--- config.mk ---
export PLATFORM = sky130hd
export DESIGN_NAME = pipe_hazard_ctrl_flat
export DESIGN_NICKNAME = d
export VERILOG_FILES = /design/src/rtl/pipe_pkg.sv /design/src/rtl/pipe_hazard_ctrl_if.sv /design/src/rtl/hazard_detect.sv /design/src/rtl/pipe_hazard_ctrl.sv /design/src/flat_wrapper.sv
export SDC_FILE = /design/constraint.sdc
export NUM_CORES = 1
export LEC_CHECK = 0
export ABC_AREA = 1
export BUFFER_PORTS_ARGS = -buffer_cell sky130_fd_sc_hd__buf_4
export CELL_PAD_IN_SITES_DETAIL_PLACEMENT = 1
export CELL_PAD_IN_SITES_GLOBAL_PLACEMENT = 1
export CORE_AREA = 2 2 70 72
export DETAILED_ROUTE_END_ITERATION = 12
export DIE_AREA = 0 0 72 74
export PLACE_DENSITY_LB_ADDON = 0.12
export SYNTH_ARGS = -nofsm -noshare
export SYNTH_HDL_FRONTEND = slang
export SYNTH_HIERARCHICAL = 1
export SYNTH_SLANG_ARGS = --single-unit
export TNS_END_PERCENT = 5
--- constraint.sdc ---
create_clock -name clk -period 1.6 [get_ports clk]
set_clock_uncertainty 0.05 [all_clocks]
set_input_delay 0.32 -clock clk [delete_from_list [all_inputs] [get_ports clk]]
set_output_delay 0.32 -clock clk [all_outputs]
set_load 0.1 [all_outputs]
--- src/rtl/pipe_pkg.sv ---
// Shared types and constants for the pipeline hazard controller.
package pipe_pkg;

    typedef enum logic [0:0] {
        RUN      = 1'b0,
        MDU_BUSY = 1'b1
    } pipe_state_e;

    localparam logic [4:0] REG_ZERO    = 5'd0;
    localparam int         MDU_LAT_DEF = 8;

    function automatic logic [15:0] sat_inc16(input logic [15:0] v);
        return (v == 16'hFFFF) ? v : v + 16'd1;
    endfunction

endpackage

--- src/rtl/pipe_hazard_ctrl_if.sv ---
// Pipeline <-> hazard controller signal bundle; master is the pipeline, slave the controller.
interface pipe_hazard_if;
    logic [4:0]  ID_rs;
    logic [4:0]  ID_rt;
    logic        ID_use_rt;
    logic        ID_jump;
    logic        EX_MemRead;
    logic [4:0]  EX_rt;
    logic        EX_branch_taken;
    logic        EX_mdu_start;
    logic        PC_Wr;
    logic        IFID_Wr;
    logic        IDEX_Wr;
    logic        IF_Flush;
    logic        IDEX_Bubble;
    logic        EXMEM_Bubble;
    logic        mdu_busy;
    logic [15:0] stall_cycles;

    modport master (
        output ID_rs, ID_rt, ID_use_rt, ID_jump, EX_MemRead, EX_rt,
               EX_branch_taken, EX_mdu_start,
        input  PC_Wr, IFID_Wr, IDEX_Wr, IF_Flush, IDEX_Bubble, EXMEM_Bubble,
               mdu_busy, stall_cycles
    );

    modport slave (
        input  ID_rs, ID_rt, ID_use_rt, ID_jump, EX_MemRead, EX_rt,
               EX_branch_taken, EX_mdu_start,
        output PC_Wr, IFID_Wr, IDEX_Wr, IF_Flush, IDEX_Bubble, EXMEM_Bubble,
               mdu_busy, stall_cycles
    );
endinterface

--- src/rtl/hazard_detect.sv ---
// Combinational load-use comparator: a load in EX feeds a register read in ID.
module hazard_detect
    import pipe_pkg::*;
(
    input  logic [4:0] id_rs_i,
    input  logic [4:0] id_rt_i,
    input  logic       id_use_rt_i,
    input  logic       ex_mem_read_i,
    input  logic [4:0] ex_rt_i,
    output logic       load_use_o
);

    assign load_use_o = ex_mem_read_i && (ex_rt_i != REG_ZERO) &&
                        ((ex_rt_i == id_rs_i) || (id_use_rt_i && (ex_rt_i == id_rt_i)));

endmodule

--- src/rtl/pipe_hazard_ctrl.sv ---
// Hazard controller: load-use stall, branch/jump flush and multi-cycle MDU stall.
// The MDU stall is built only when PIPE_MDU_STALL_EN is defined.
module pipe_hazard_ctrl
    import pipe_pkg::*;
#(
    parameter int MDU_LAT = MDU_LAT_DEF
) (
    input  logic          clk,
    input  logic          rst,
    pipe_hazard_if.slave  bus
);

    // The start cycle is one of the MDU_LAT EX cycles, leaving MDU_LAT-1 stall cycles.
    localparam logic [5:0] MDU_RELOAD = 6'(MDU_LAT - 2);

    pipe_state_e state_q;
    logic [5:0]  mdu_cnt_q;
    logic [15:0] stall_q;
    logic [15:0] stall_d;
    logic        lu_s;
    logic        start_s;
    logic        busy_s;
    logic        pc_wr_s;
    logic        ifid_wr_s;
    logic        idex_wr_s;
    logic        if_flush_s;
    logic        idex_bubble_s;
    logic        exmem_bubble_s;

    hazard_detect u_hazard_detect (
        .id_rs_i       (bus.ID_rs),
        .id_rt_i       (bus.ID_rt),
        .id_use_rt_i   (bus.ID_use_rt),
        .ex_mem_read_i (bus.EX_MemRead),
        .ex_rt_i       (bus.EX_rt),
        .load_use_o    (lu_s)
    );

`ifdef PIPE_MDU_STALL_EN
    assign start_s = bus.EX_mdu_start;
    assign busy_s  = (state_q == MDU_BUSY);
`else
    assign start_s = 1'b0;
    assign busy_s  = 1'b0;
`endif

    // Controller state: RUN / MDU_BUSY with the remaining-stall down-counter.
    always_ff @(posedge clk) begin
        if (!rst) begin
            state_q   <= RUN;
            mdu_cnt_q <= 6'd0;
        end else begin
            case (state_q)
                RUN: begin
                    if (start_s) begin
                        state_q   <= MDU_BUSY;
                        mdu_cnt_q <= MDU_RELOAD;
                    end else begin
                        state_q   <= RUN;
                    end
                end
                MDU_BUSY: begin
                    if (mdu_cnt_q == 6'd0) begin
                        state_q   <= RUN;
                    end else begin
                        mdu_cnt_q <= mdu_cnt_q - 6'd1;
                    end
                end
                default: begin
                    state_q   <= RUN;
                    mdu_cnt_q <= 6'd0;
                end
            endcase
        end
    end

    // Pipeline control: reset forcing, MDU freeze, then branch > load-use > jump.
    always_comb begin
        pc_wr_s        = 1'b1;
        ifid_wr_s      = 1'b1;
        idex_wr_s      = 1'b1;
        if_flush_s     = 1'b0;
        idex_bubble_s  = 1'b0;
        exmem_bubble_s = 1'b0;
        if (!rst) begin
            pc_wr_s        = 1'b0;
            ifid_wr_s      = 1'b0;
            idex_wr_s      = 1'b0;
            if_flush_s     = 1'b1;
            idex_bubble_s  = 1'b1;
            exmem_bubble_s = 1'b1;
        end else if (busy_s) begin
            pc_wr_s        = 1'b0;
            ifid_wr_s      = 1'b0;
            idex_wr_s      = 1'b0;
            exmem_bubble_s = 1'b1;
        end else if (bus.EX_branch_taken) begin
            if_flush_s     = 1'b1;
            idex_bubble_s  = 1'b1;
        end else if (lu_s) begin
            pc_wr_s        = 1'b0;
            ifid_wr_s      = 1'b0;
            idex_bubble_s  = 1'b1;
        end else if (bus.ID_jump) begin
            if_flush_s     = 1'b1;
        end else begin
            pc_wr_s        = 1'b1;
        end
    end

    // Saturating count of cycles in which the PC was held.
    always_comb begin
        stall_d = stall_q;
        if (!pc_wr_s) begin
            stall_d = sat_inc16(stall_q);
        end else begin
            stall_d = stall_q;
        end
    end

    // Stall counter register.
    always_ff @(posedge clk) begin
        if (!rst) begin
            stall_q <= 16'd0;
        end else begin
            stall_q <= stall_d;
        end
    end

    assign bus.PC_Wr        = pc_wr_s;
    assign bus.IFID_Wr      = ifid_wr_s;
    assign bus.IDEX_Wr      = idex_wr_s;
    assign bus.IF_Flush     = if_flush_s;
    assign bus.IDEX_Bubble  = idex_bubble_s;
    assign bus.EXMEM_Bubble = exmem_bubble_s;
    assign bus.mdu_busy     = busy_s;
    assign bus.stall_cycles = stall_q;

endmodule

--- src/flat_wrapper.sv ---
// flat-port wrapper written by rule: the top's interface ports become plain ports
module pipe_hazard_ctrl_flat import pipe_pkg::*;
#(
    parameter int MDU_LAT = MDU_LAT_DEF
)
  (clk, rst, bus_ID_rs, bus_ID_rt, bus_ID_use_rt, bus_ID_jump, bus_EX_MemRead, bus_EX_rt, bus_EX_branch_taken, bus_EX_mdu_start, bus_PC_Wr, bus_IFID_Wr, bus_IDEX_Wr, bus_IF_Flush, bus_IDEX_Bubble, bus_EXMEM_Bubble, bus_mdu_busy, bus_stall_cycles);
  pipe_hazard_if bus_i ();
  input  logic clk;
  input  logic rst;
  input wire logic [$bits(bus_i.ID_rs)-1:0] bus_ID_rs;
  input wire logic [$bits(bus_i.ID_rt)-1:0] bus_ID_rt;
  input wire logic [$bits(bus_i.ID_use_rt)-1:0] bus_ID_use_rt;
  input wire logic [$bits(bus_i.ID_jump)-1:0] bus_ID_jump;
  input wire logic [$bits(bus_i.EX_MemRead)-1:0] bus_EX_MemRead;
  input wire logic [$bits(bus_i.EX_rt)-1:0] bus_EX_rt;
  input wire logic [$bits(bus_i.EX_branch_taken)-1:0] bus_EX_branch_taken;
  input wire logic [$bits(bus_i.EX_mdu_start)-1:0] bus_EX_mdu_start;
  output wire logic [$bits(bus_i.PC_Wr)-1:0] bus_PC_Wr;
  output wire logic [$bits(bus_i.IFID_Wr)-1:0] bus_IFID_Wr;
  output wire logic [$bits(bus_i.IDEX_Wr)-1:0] bus_IDEX_Wr;
  output wire logic [$bits(bus_i.IF_Flush)-1:0] bus_IF_Flush;
  output wire logic [$bits(bus_i.IDEX_Bubble)-1:0] bus_IDEX_Bubble;
  output wire logic [$bits(bus_i.EXMEM_Bubble)-1:0] bus_EXMEM_Bubble;
  output wire logic [$bits(bus_i.mdu_busy)-1:0] bus_mdu_busy;
  output wire logic [$bits(bus_i.stall_cycles)-1:0] bus_stall_cycles;
  assign bus_i.ID_rs = bus_ID_rs;
  assign bus_i.ID_rt = bus_ID_rt;
  assign bus_i.ID_use_rt = bus_ID_use_rt;
  assign bus_i.ID_jump = bus_ID_jump;
  assign bus_i.EX_MemRead = bus_EX_MemRead;
  assign bus_i.EX_rt = bus_EX_rt;
  assign bus_i.EX_branch_taken = bus_EX_branch_taken;
  assign bus_i.EX_mdu_start = bus_EX_mdu_start;
  assign bus_PC_Wr = bus_i.PC_Wr;
  assign bus_IFID_Wr = bus_i.IFID_Wr;
  assign bus_IDEX_Wr = bus_i.IDEX_Wr;
  assign bus_IF_Flush = bus_i.IF_Flush;
  assign bus_IDEX_Bubble = bus_i.IDEX_Bubble;
  assign bus_EXMEM_Bubble = bus_i.EXMEM_Bubble;
  assign bus_mdu_busy = bus_i.mdu_busy;
  assign bus_stall_cycles = bus_i.stall_cycles;
  pipe_hazard_ctrl #(.MDU_LAT(MDU_LAT)) u_core (.clk(clk), .rst(rst), .bus(bus_i));
endmodule
# --- After elaboration in Yosys (flattened, before gate mapping) ---
# Index checks and enable logic that the tools add are counted.
totals:
  ff_bits: 16
  output_inout_bits: 23
  wordCells: 25
classes:
  add_sub_neg: 1
  eq_ne: 3
  muxes: 12
  n_bitwise: 2
  reduce_logical: 6
op_table:
  columns: ["operator", "count"]
  rows:
  - ["16-bit by 1-bit adder with 16-bit output (second input constant)", 1]
  - ["16-bit == test (second input constant)", 1]
  - ["1-bit two-way mux", 12]
  - ["5-bit == test", 2]
  - ["5-bit nonzero test", 1]
  - ["1-bit logical AND", 3]
  - ["1-bit NOT", 2]
  - ["2-bit AND reduction", 1]
  - ["1-bit logical OR", 1]

# --- Depth between registers and ports, before layout ---
# Gate-level depths: netlist of the first run.
depth:
  ltp_word: 9
  depth_mapped: 14
  depth_no_buf: 14

# --- Hierarchy ---
# Netlist of the first run, hierarchy kept.
by_module_without_submodules:
  columns: ["module", "n_inst", "cells_each", "area_each_um2", "seq_area_each_um2"]
  rows:
  - ["pipe_hazard_ctrl", 1, 167, 1062.3, 320.3]
  - ["hazard_detect", 1, 52, 206.4, 0.0]

# --- Least setup slack after synthesis of the first run ---
# OpenSTA, ideal clock, no wires.
synth_path:
  path_kind: "input to output"
  startpoint: "input port bus_EX_rt[0]"
  endpoint: "output port bus_PC_Wr"
  t_arrival_ns: 1.977
  required_ns: 1.230
  setup_slack_ns: -0.747
  cell_stages: 8
  path_cell_list: "nor2_1 nand3_1 o21ai_0 a21oi_1 nand2_1 nand2_4 inv_1 buf_4"
synth_via:
  elab_chain_len: 7
synth_lines:
  columns: ["item", "line", "source"]
  rows:
  - ["from (decl)", "flat_wrapper.sv:15", "input wire logic [$bits(bus_i.EX_rt)-1:0] bus_EX_rt;"]
  - ["5-bit == test", "hazard_detect.sv:14", "((ex_rt_i == id_rs_i) || (id_use_rt_i && (ex_rt_i == id_rt_i)));"]
  - ["1-bit logical AND", "hazard_detect.sv:14", null]
  - ["1-bit logical OR", "hazard_detect.sv:14", null]
  - ["1-bit logical AND *", "hazard_detect.sv:13", "assign load_use_o = ex_mem_read_i && (ex_rt_i != REG_ZERO) &&"]
  - ["net u_core.lu_s", "pipe_hazard_ctrl.sv:20", "logic lu_s;"]
  - ["1-bit two-way mux * (3 in a row)", null, null]
  - ["to (decl)", "flat_wrapper.sv:18", "output wire logic [$bits(bus_i.PC_Wr)-1:0] bus_PC_Wr;"]
# Mark *: on every way through the listed nets, which the timed path passes. The rest lies on a longest branch.

# --- Final worst setup path of the first run ---
layout_path:
  startpoint: "input port bus_EX_rt[4]"
  endpoint: "output port bus_IFID_Wr"
layout_via:
  elab_chain_len: 7
layout_lines:
  columns: ["item", "line", "source"]
  rows:
  - ["5-bit == test", "hazard_detect.sv:14", null]
  - ["1-bit logical AND", "hazard_detect.sv:14", null]
  - ["1-bit logical OR", "hazard_detect.sv:14", null]
  - ["1-bit logical AND *", "hazard_detect.sv:13", null]
  - ["net u_core.lu_s", "pipe_hazard_ctrl.sv:20", null]
  - ["1-bit two-way mux *", "pipe_hazard_ctrl.sv:100", "end else if (lu_s) begin"]
  - ["1-bit two-way mux *", "pipe_hazard_ctrl.sv:97", "end else if (bus.EX_branch_taken) begin"]
  - ["1-bit two-way mux *", "pipe_hazard_ctrl.sv:85", "if (!rst) begin"]
  - ["to (decl)", "flat_wrapper.sv:19", "output wire logic [$bits(bus_i.IFID_Wr)-1:0] bus_IFID_Wr;"]
# Marks and branches as above.

==> results.md, run 1 <==
* Run status: complete, but fails checks
* Failing checks: negative setup slack
* Die Y at 74 µm
* CP Max Fanout at 5
* Die area at 5330 µm²
* Top-count cell post-synth: nand2_1
* TritonCTS buffer count at 3
* Synth cell types at 24
* Vias/cell at 4.45
* Fin crit share at 1.14
* Final setup fails at 17
* Area occupied by multi-input gates at 848 µm²
* Crit path capture type: primary output
* Post-route DRC violation count at 0
* HP Class: in -> reg
* Synth top cells by count: nand2_1, nor2_1, inv_1, dfxtp_1, nand3_1
* Area grow syn2layout at 57.6%
* GRT overflow at 0
* Post-DRT Antenna Nets at 0
* Setup CP Type: in -> out
* Hold Fails Final Rpt at 0
* Hold Path End: u_core/bus.stall_cycles[1]$_SDFFE_PN0P_
* Worst hold path startpoint: rst
* Syn Inst Count at 219
* Mean Syn Cell Area at 5.79 µm²
* Cell accounting for the most synthesized area: dfxtp_1
* R2R setup slack at 0.07 ns
* Psw at 433 µW
* Die W at 72 µm
* P_int at 727 µW
* Slew Limit Fails at 0
* Critical path cell sequence: buf_4, xnor2_1, nand3_2, a21oi_2, nand2_2, nand2_4, clkinvlp_4, buf_12
* Pwr dens at 580 nW/µm²
* Post-Synthesis Cell Area at 1270 µm²
* Worst Slack Setup Final at -0.225 ns
* Vias in the first global route at 1436
* YS warnings at 6
* Vias post-DR at 1510
* Asr flop ratio synth at 0
* Hold path cells at 3
* Initial Utilization at 0.276
* Net Sw Frac at 0.374
* WP buf/inv at 3
* Reg clk slew, reported paths at 0.07 ns
* Sum of negative setup slack at -1.66 ns
* Initial antenna violation count at 0
* Comb pwr share at 0.364
* Top_reg_cell synth: dfxtp_1
* Clock Root Buffer: clkbuf_8
* Startpoint types: input pin
* Fraction of layout cells with a size suffix above 1 at 0.421
* End of the worst register-to-register path: u_core/bus.stall_cycles[7]$_SDFFE_PN0P_
* Io pins at 45
* Worst r2r src: u_core/bus.stall_cycles[0]$_SDFFE_PN0P_
* WL per Instance at 11.6 µm
* CTS Buffer Depth at 2
* Pre-antenna DRT Iters at 4
* Gpl congestion at 0.760
* HPWL Detailed at 3.24 mm
* Critical Path AT at 1.46 ns
* Final instance area at 2000 µm²
* Sequential-to-total area share from yosys stat at 0.252
* Post-synth EDFFs at 0
* Post-Route WL at 3.92 mm
* Max FFs per register at 16
* Clk network pwr share at 0.272
* Slowest-stage cell, CP: buf_12
* RSZ-0062 raised after global routing: yes
* Dpl cell area at 1800 µm²
* Max_cap viols at 0
* Largest net degree at the start of global routing at 12
* ANT cells at 0
* Max Clk Rate at 0.548 GHz
* Peak supply drop at 0.000248 V
* Seq cells post-synth at 16
* Largest stage delay on the critical path at 0.21 ns
* Crit path max-delay family: buffers and inverters
* Cts hold-fix bufs at 0
* H-tree levels at 1
* Row count at 25
* Min Tclk post-route at 1.83 ns
* Reg2Reg Depth at 9
* # port buffers at 42
* DRT iter0 DRCs at 41
* Sequential share of power at 0.364
* Leak at 0.990 nW
* CTS tree: yes
* Synth Net Count at 242
* Synth area leaders: dfxtp_1, nand2_1, nor2_1
* Clock latency at the later pin of the worst-skew pair at 0.25 ns
* Fin nets at 310
* Overall routing resource usage at 0.161
* FILL cells at 628
* Clk sinks at 16
* Hold slack at 0.338 ns
* Post-synth top area share at 0.252
* CP required at 1.23 ns
* Global-route wire length before repair at 6.74 mm
* Sequential standard cell area at 323 µm²
* Core area at 4600 µm²
-- final cells by class --
type	count	area share
inverters	31	0.0613
multi-input cells	166	0.424
flip-flops and latches	16	0.161
clock buffers	3	0.0207
repair buffers	69	0.298
well taps	54	0.0338
-- per-stage QoR --
stage / instances / setup WS [ns] / utilization / total power, mW
2_1_floorplan: 219 / -0.601 / - / 0.696
3_3_place_gp: 333 / -0.367 / 0.392 / 0.813
3_5_place_dp: 333 / -0.395 / 0.392 / 0.816
4_1_cts: 339 / -0.278 / 0.425 / 1.18
5_1_grt: 339 / -0.357 / 0.435 / 1.23
6_report: 339 / -0.225 / 0.435 / 1.16
-- how the worst max path moves through the flow --
stage / from / end / cells after the start
floorplan: bus_EX_rt[0] / bus_PC_Wr / 9
global placement: bus_EX_rt[0] / bus_IFID_Wr / 10
detailed placement: bus_EX_rt[0] / bus_IFID_Wr / 10
CTS: bus_EX_rt[1] / bus_PC_Wr / 11
global route: bus_EX_rt[1] / bus_IFID_Wr / 11
finish: bus_EX_rt[4] / bus_IFID_Wr / 8
-- cells in the final DEF, fill, tap and decap left out, types with 2 or more instances in the layout --
cell,instances
a21oi_2,2
buf_8,2
xnor2_1,4
o21ai_1,3
nand4_1,4
o21ai_0,5
dfxtp_1,14
nand2_1,52
nand2_2,15
nor2_1,39
nand2_4,3
nand3_1,13
nor2_4,5
xor2_1,2
a21oi_1,5
buf_12,3
inv_2,9
dfxtp_2,2
buf_4,57
clkbuf_8,3
buf_6,7
nor2_2,8
inv_1,19
-- routing by layer --
metal / vias up / GRT usage / wire length [µm]
met5: - / 0 / 0
met3: 2 / 0.0298 / 113
met4: 0 / 0.0440 / 19
met1: 692 / 0.223 / 1980
met2: 21 / 0.258 / 1810
li1: 795 / - / -
-- power by group through the flow --
stage / Combinational (mW) / Sequential, mW / Clock [mW]
floorplan: 0.173 / 0.523 / 0
global placement: 0.382 / 0.432 / 0
detailed placement: 0.384 / 0.432 / 0
CTS: 0.417 / 0.423 / 0.338
global route: 0.452 / 0.425 / 0.353
finish: 0.422 / 0.423 / 0.316
-- worst reg2reg max path, delay by kind of cell, from the launching register on --
family | cells | cell delay [ns]
DFF | 1 | 0.33
and+or+nand+nor | 6 | 0.58
adders and majority gates | 1 | 0.21
AOI/OAI and AO/OA | 1 | 0.13
buffers and inverters | 1 | 0.13
-- kinds of logic after synthesis --
group	share of synthesized area
XOR/XNOR	0.0414
AND/OR/NAND/NOR	0.506
adder cells (fa/ha/maj)	0.00986
flip-flops	0.252
buffers and inverters	0.128
AO/OA/AOI/OAI	0.0592
other	0.00296
-- repair_timing --
| action | 4_1_cts | 5_1_grt |
|---|---|---|
| setup endpoints to repair | 20 | 20 |
| buffers inserted | 3 | 0 |
| pin swaps | 14 | 8 |
| resized for setup | 27 | 15 |
Power figures use the tool's default switching activity.
==> run 2, diff against run 1 <==
PLACE_DENSITY = 0.76   (was unset)
PLACE_DENSITY_LB_ADDON = unset   (was 0.12)
==> results.md, run 2 (same netlist as run 1, synthesis figures left out) <==
* RSZ-0062 raised after global routing: yes
* Reg clk slew, reported paths at 0.07 ns
* HPWL Detailed at 3.10 mm
* Row count at 25
* Die Y at 74 µm
* Io pins at 45
* Fin nets at 302
* Max_cap viols at 0
* WL per Instance at 12.1 µm
* Slew Limit Fails at 0
* Hold path cells at 3
* Critical path cell sequence: buf_8, nor2_4, nor2_2, nor2_2, nand3_2, a21oi_2, nand2_2, nand2_4, clkinvlp_4, buf_12
* GRT overflow at 0
* Cell mode on critical path: nor2_2
* Fraction of layout cells with a size suffix above 1 at 0.392
* Overall routing resource usage at 0.158
* Reg2Reg Depth at 10
* Post-route DRC violation count at 0
* Initial Utilization at 0.276
* Clock latency at the later pin of the worst-skew pair at 0.25 ns
* Commonest non-fill, non-tap cell in the layout: nand2_1
* Worst Slack Setup Final at -0.268 ns
* Clock Root Buffer: clkbuf_8
* End of the worst register-to-register path: u_core/bus.stall_cycles[12]$_SDFFE_PN0P_
* Hold Path End: u_core/bus.stall_cycles[14]$_SDFFE_PN0P_
* Gpl congestion at 0.792
* ANT cells at 0
* Pwr dens at 617 nW/µm²
* CP Max Fanout at 6
* Peak supply drop at 0.000197 V
* H-tree levels at 1
* DRT iter0 DRCs at 49
* Dpl cell area at 1740 µm²
* # port buffers at 42
* CTS Buffer Depth at 2
* Failing checks: negative setup slack
* Final setup fails at 16
* Cts hold-fix bufs at 0
* Core area at 4600 µm²
* Max Clk Rate at 0.535 GHz
* Largest net degree at the start of global routing at 14
* Final instance area at 1950 µm²
* Worst hold path startpoint: rst
* CP required at 1.23 ns
* Critical Path AT at 1.50 ns
* Die W at 72 µm
* Fin util at 0.423
* Vias post-DR at 1516
* Hold Fails Final Rpt at 0
* HP Class: in -> reg
* Crit path capture type: primary output
* Vias/cell at 4.57
* CTS tree: yes
* TritonCTS buffer count at 3
* Pre-antenna DRT Iters at 4
* Run status: complete, but fails checks
* Startpoint types: input pin
* Area grow syn2layout at 53.4%
* Post-Route WL at 4.03 mm
* Post-DRT Antenna Nets at 0
* Initial antenna violation count at 0
* Global-route wire length before repair at 6.60 mm
* Leak at 0.957 nW
* Largest stage delay on the critical path at 0.21 ns
* Vias in the first global route at 1545
* R2R setup slack at 0.06 ns
* Min Tclk post-route at 1.87 ns
* Fin crit share at 1.17
* Clk sinks at 16
* Most frequent cells in the layout: nand2_1, buf_4, nor2_1
* Max FFs per register at 16
* Worst r2r src: u_core/bus.stall_cycles[0]$_SDFFE_PN0P_
* Die area at 5330 µm²
* Setup CP Type: in -> out
* Slowest-stage cell, CP: buf_12
run 2: cell types whose count changed in the layout (fill, tap and decap cells not counted):
cell,change
nand2_2,-3
nor2_1,-1
inv_1,+3
buf_6,-2
buf_4,-6
nand3_2,+1
nand3_1,-1
inv_2,-3
nor2_2,+1
nand2_1,+3
clkbuf_8,+1
run 2: area by class of cell:
class                      instances  area [µm²]
multi-input combinational        166         848
timing repair buffer              61         529
fill                             631        2650
inverter                          31         123
clock buffer                       4        55.1
sequential                        16         323
tap                               54        67.6
run 2: metal layers:
metal | routed length [µm] | vias up | share of wire | track usage
met3 | 174 | 2 | 0.043 | 0.0298
met4 | 26 | 0 | 0.0065 | 0.0440
met1 | 1610 | 702 | 0.40 | 0.161
met2 | 2220 | 32 | 0.55 | 0.323
li1 | - | 780 | - | -
met5 | 0 | - | 0 | 0
run 2: worst max path at each step:
stage / from / to / slack (ns) / depth (start not counted)
6_report: bus_EX_rt[0] / bus_IFID_Wr / -0.27 / 10
4_1_cts: bus_EX_rt[2] / bus_IFID_Wr / -0.30 / 11
3_5_place_dp: bus_EX_rt[0] / u_core/bus.stall_cycles[14]$_SDFFE_PN0P_ / -0.41 / 13
3_3_place_gp: bus_EX_rt[0] / u_core/bus.stall_cycles[14]$_SDFFE_PN0P_ / -0.35 / 13
2_1_floorplan: bus_EX_rt[0] / bus_PC_Wr / -0.60 / 9
5_1_grt: bus_EX_rt[0] / bus_IFID_Wr / -0.37 / 10
run 2: report_power, final:
group	internal, mW	switching (mW)	leakage (nW)
registers	0.412	0.0131	0.131
clock network	0.218	0.152	0.0288
logic	0.135	0.270	0.798
total	0.765	0.435	0.957
run 2: critical path: cells and delay by family:
kind / cells / cell delay, ns
compound gates: 1 / 0.17
buf+inv: 3 / 0.49
simple gates: 6 / 0.51
run 2: metrics by stage:
| stage | setup TNS [ns] | cells | hold WS [ns] | total power, mW | setup WS (ns) |
|---|---|---|---|---|---|
| finish | -1.90 | 332 | 0.336 | 1.20 | -0.268 |
| detailed placement | -6.79 | 325 | 0.462 | 0.802 | -0.410 |
| global route | -4.57 | 332 | 0.352 | 1.26 | -0.373 |
| CTS | -1.09 | 330 | 0.339 | 1.21 | -0.303 |
| floorplan | -10.10 | 219 | 0.569 | 0.696 | -0.601 |
| global placement | -5.44 | 325 | 0.447 | 0.796 | -0.348 |
run 2: what timing repair did:
action	4_1_cts	5_1_grt
gates resized for setup	26	10
endpoints found under the setup margin	20	20
setup buffers	1	2
pin swaps	14	3
==> run 3, diff against run 2 <==
CORE_AREA = 4 4 72 74   (was 2 2 70 72)
DIE_AREA = 0 0 76 78   (was 0 0 72 74)
==> results.md, run 3 (same netlist as run 1, synthesis figures left out) <==
* Max FFs per register at 16
* Overall routing resource usage at 0.139
* Worst Slack Setup Final at -0.170 ns
* CP required at 1.23 ns
* WL per Instance at 12.5 µm
* Final setup fails at 18
* Max_cap viols at 0
* End of the worst register-to-register path: u_core/bus.stall_cycles[5]$_SDFFE_PN0P_
* Reg2Reg Depth at 9
* Clk sinks at 16
* R2R setup slack at 0.06 ns
* Area grow syn2layout at 55.3%
* Crit path max-delay family: buffers and inverters
* Hold Fails Final Rpt at 0
* Cell mode on critical path: nand2_1
* Pre-antenna DRT Iters at 4
* Die area at 5930 µm²
* GRT overflow at 0
* Slowest-stage cell, CP: buf_12
* DRT iter0 DRCs at 65
* Row count at 25
* Vias post-DR at 1519
* CTS tree: yes
* CP startpoint: bus_EX_rt[3]
* Core area at 4600 µm²
* Critical Path Stages at 11
* Vias/cell at 4.59
* Leak at 0.956 nW
* CP Max Fanout at 3
* Min Tclk post-route at 1.77 ns
* ANT cells at 0
* Most frequent cells in the layout: nand2_1, buf_4, nor2_1
* Critical path cell sequence: buf_6, inv_4, nand2_1, nand2_1, nor2_2, nand3_2, a21oi_2, nand2_2, nand2_4, clkinvlp_4, buf_12
* Initial antenna violation count at 0
* Dpl cell area at 1740 µm²
* # port buffers at 42
* Slew Limit Fails at 0
* Io pins at 45
* Clock latency at the later pin of the worst-skew pair at 0.25 ns
* Post-route DRC violation count at 0
* Max Clk Rate at 0.565 GHz
* Peak supply drop at 0.000276 V
* Largest net degree at the start of global routing at 12
* WP buf/inv at 4
* Fin crit share at 1.11
* Final instance area at 1970 µm²
* H-tree levels at 1
* Clock Root Buffer: clkbuf_8
* Gpl congestion at 0.788
* Largest stage delay on the critical path at 0.20 ns
* Critical Path AT at 1.40 ns
* Post-Route WL at 4.13 mm
* Reg clk slew, reported paths at 0.07 ns
* HP Class: in -> reg
* Run status: complete, but fails checks
* Global-route wire length before repair at 6.89 mm
* Die W at 76 µm
* Cts hold-fix bufs at 0
* RSZ-0062 raised after global routing: yes
* Worst Setup EP: bus_PC_Wr
* Pwr dens at 617 nW/µm²
* Fraction of layout cells with a size suffix above 1 at 0.404
* Commonest non-fill, non-tap cell in the layout: nand2_1
* HPWL Detailed at 3.23 mm
* Vias in the first global route at 1554
* Die Y at 78 µm
* Setup slack at placement at -0.355 ns
* Crit path capture type: primary output
* Fin nets at 301
* Startpoint types: input pin
* TritonCTS buffer count at 3
* Initial Utilization at 0.276
* CTS Buffer Depth at 2
* Post-DRT Antenna Nets at 0
* Setup CP Type: in -> out
* Failing checks: negative setup slack
* Worst r2r src: u_core/bus.stall_cycles[0]$_SDFFE_PN0P_
-- run 3: changes by cell type in the layout (fill, tap and decap cells not counted), moves of 2 or more --
cell	before	now
buf_4	51	46
buf_8	2	5
inv_1	22	19
inv_4	1	3
nand2_1	55	53
nand2_2	12	14
nor2_1	38	36
-- run 3: what timing repair did --
| action | CTS | global route |
|---|---|---|
| setup endpoints to repair | 15 | 20 |
| resized for setup | 27 | 23 |
| pin swaps | 13 | 13 |
| setup buffers | 3 | 0 |
-- run 3: worst reg2reg max path, delay by kind of cell, from the launching register on --
family / cells / cell delay (ns)
buffers and inverters: 1 / 0.14
adders and majority gates: 1 / 0.17
AOI/OAI and AO/OA: 1 / 0.12
and+or+nand+nor: 6 / 0.61
DFF: 1 / 0.36
-- run 3: cell type report --
type / count / area (µm²)
Tap cell: 54 / 67.6
Multi-Input combinational cell: 166 / 850
Clock buffer: 4 / 55.1
Sequential cell: 16 / 323
Fill cell: 604 / 2630
Timing Repair Buffer: 60 / 548
Inverter: 31 / 128
-- run 3: routing by layer --
metal	vias to the layer above	wire (µm)	track usage
li1	778	-	-
met1	702	1590	0.148
met2	37	2260	0.271
met3	2	248	0.0290
met4	0	28	0.0374
met5	-	0	0
-- run 3: how the worst min path moves through the flow --
stage / cells after the start / end / startpoint / slack (ns)
after detailed placement: 2 / u_core/bus.stall_cycles[0]$_SDFFE_PN0P_ / u_core/bus.stall_cycles[0]$_SDFFE_PN0P_ / 0.45
after CTS: 3 / u_core/bus.stall_cycles[0]$_SDFFE_PN0P_ / rst / 0.33
after floorplan: 3 / u_core/bus.stall_cycles[0]$_SDFFE_PN0P_ / rst / 0.57
final: 3 / u_core/bus.stall_cycles[0]$_SDFFE_PN0P_ / rst / 0.34
after global placement: 2 / u_core/bus.stall_cycles[1]$_SDFFE_PN0P_ / u_core/bus.stall_cycles[1]$_SDFFE_PN0P_ / 0.44
after global routing: 3 / u_core/bus.stall_cycles[1]$_SDFFE_PN0P_ / rst / 0.36
-- run 3: per-stage QoR --
| stage | power [mW] | hold slack (ns) | utilization | std cells | setup TNS [ns] |
|---|---|---|---|---|---|
| finish | 1.22 | 0.337 | 0.429 | 331 | -1.42 |
| global route | 1.28 | 0.364 | 0.429 | 331 | -3.99 |
| CTS | 1.22 | 0.330 | 0.415 | 331 | -2.10 |
| detailed placement | 0.806 | 0.453 | 0.377 | 324 | -5.68 |
| global placement | 0.800 | 0.443 | 0.377 | 324 | -5.11 |
| floorplan | 0.696 | 0.569 | - | 219 | -10.10 |
-- run 3: power breakdown --
group          internal, mW  switching [mW]
logic                 0.145           0.275
registers             0.412          0.0130
clock network         0.218           0.153
total                 0.775           0.441
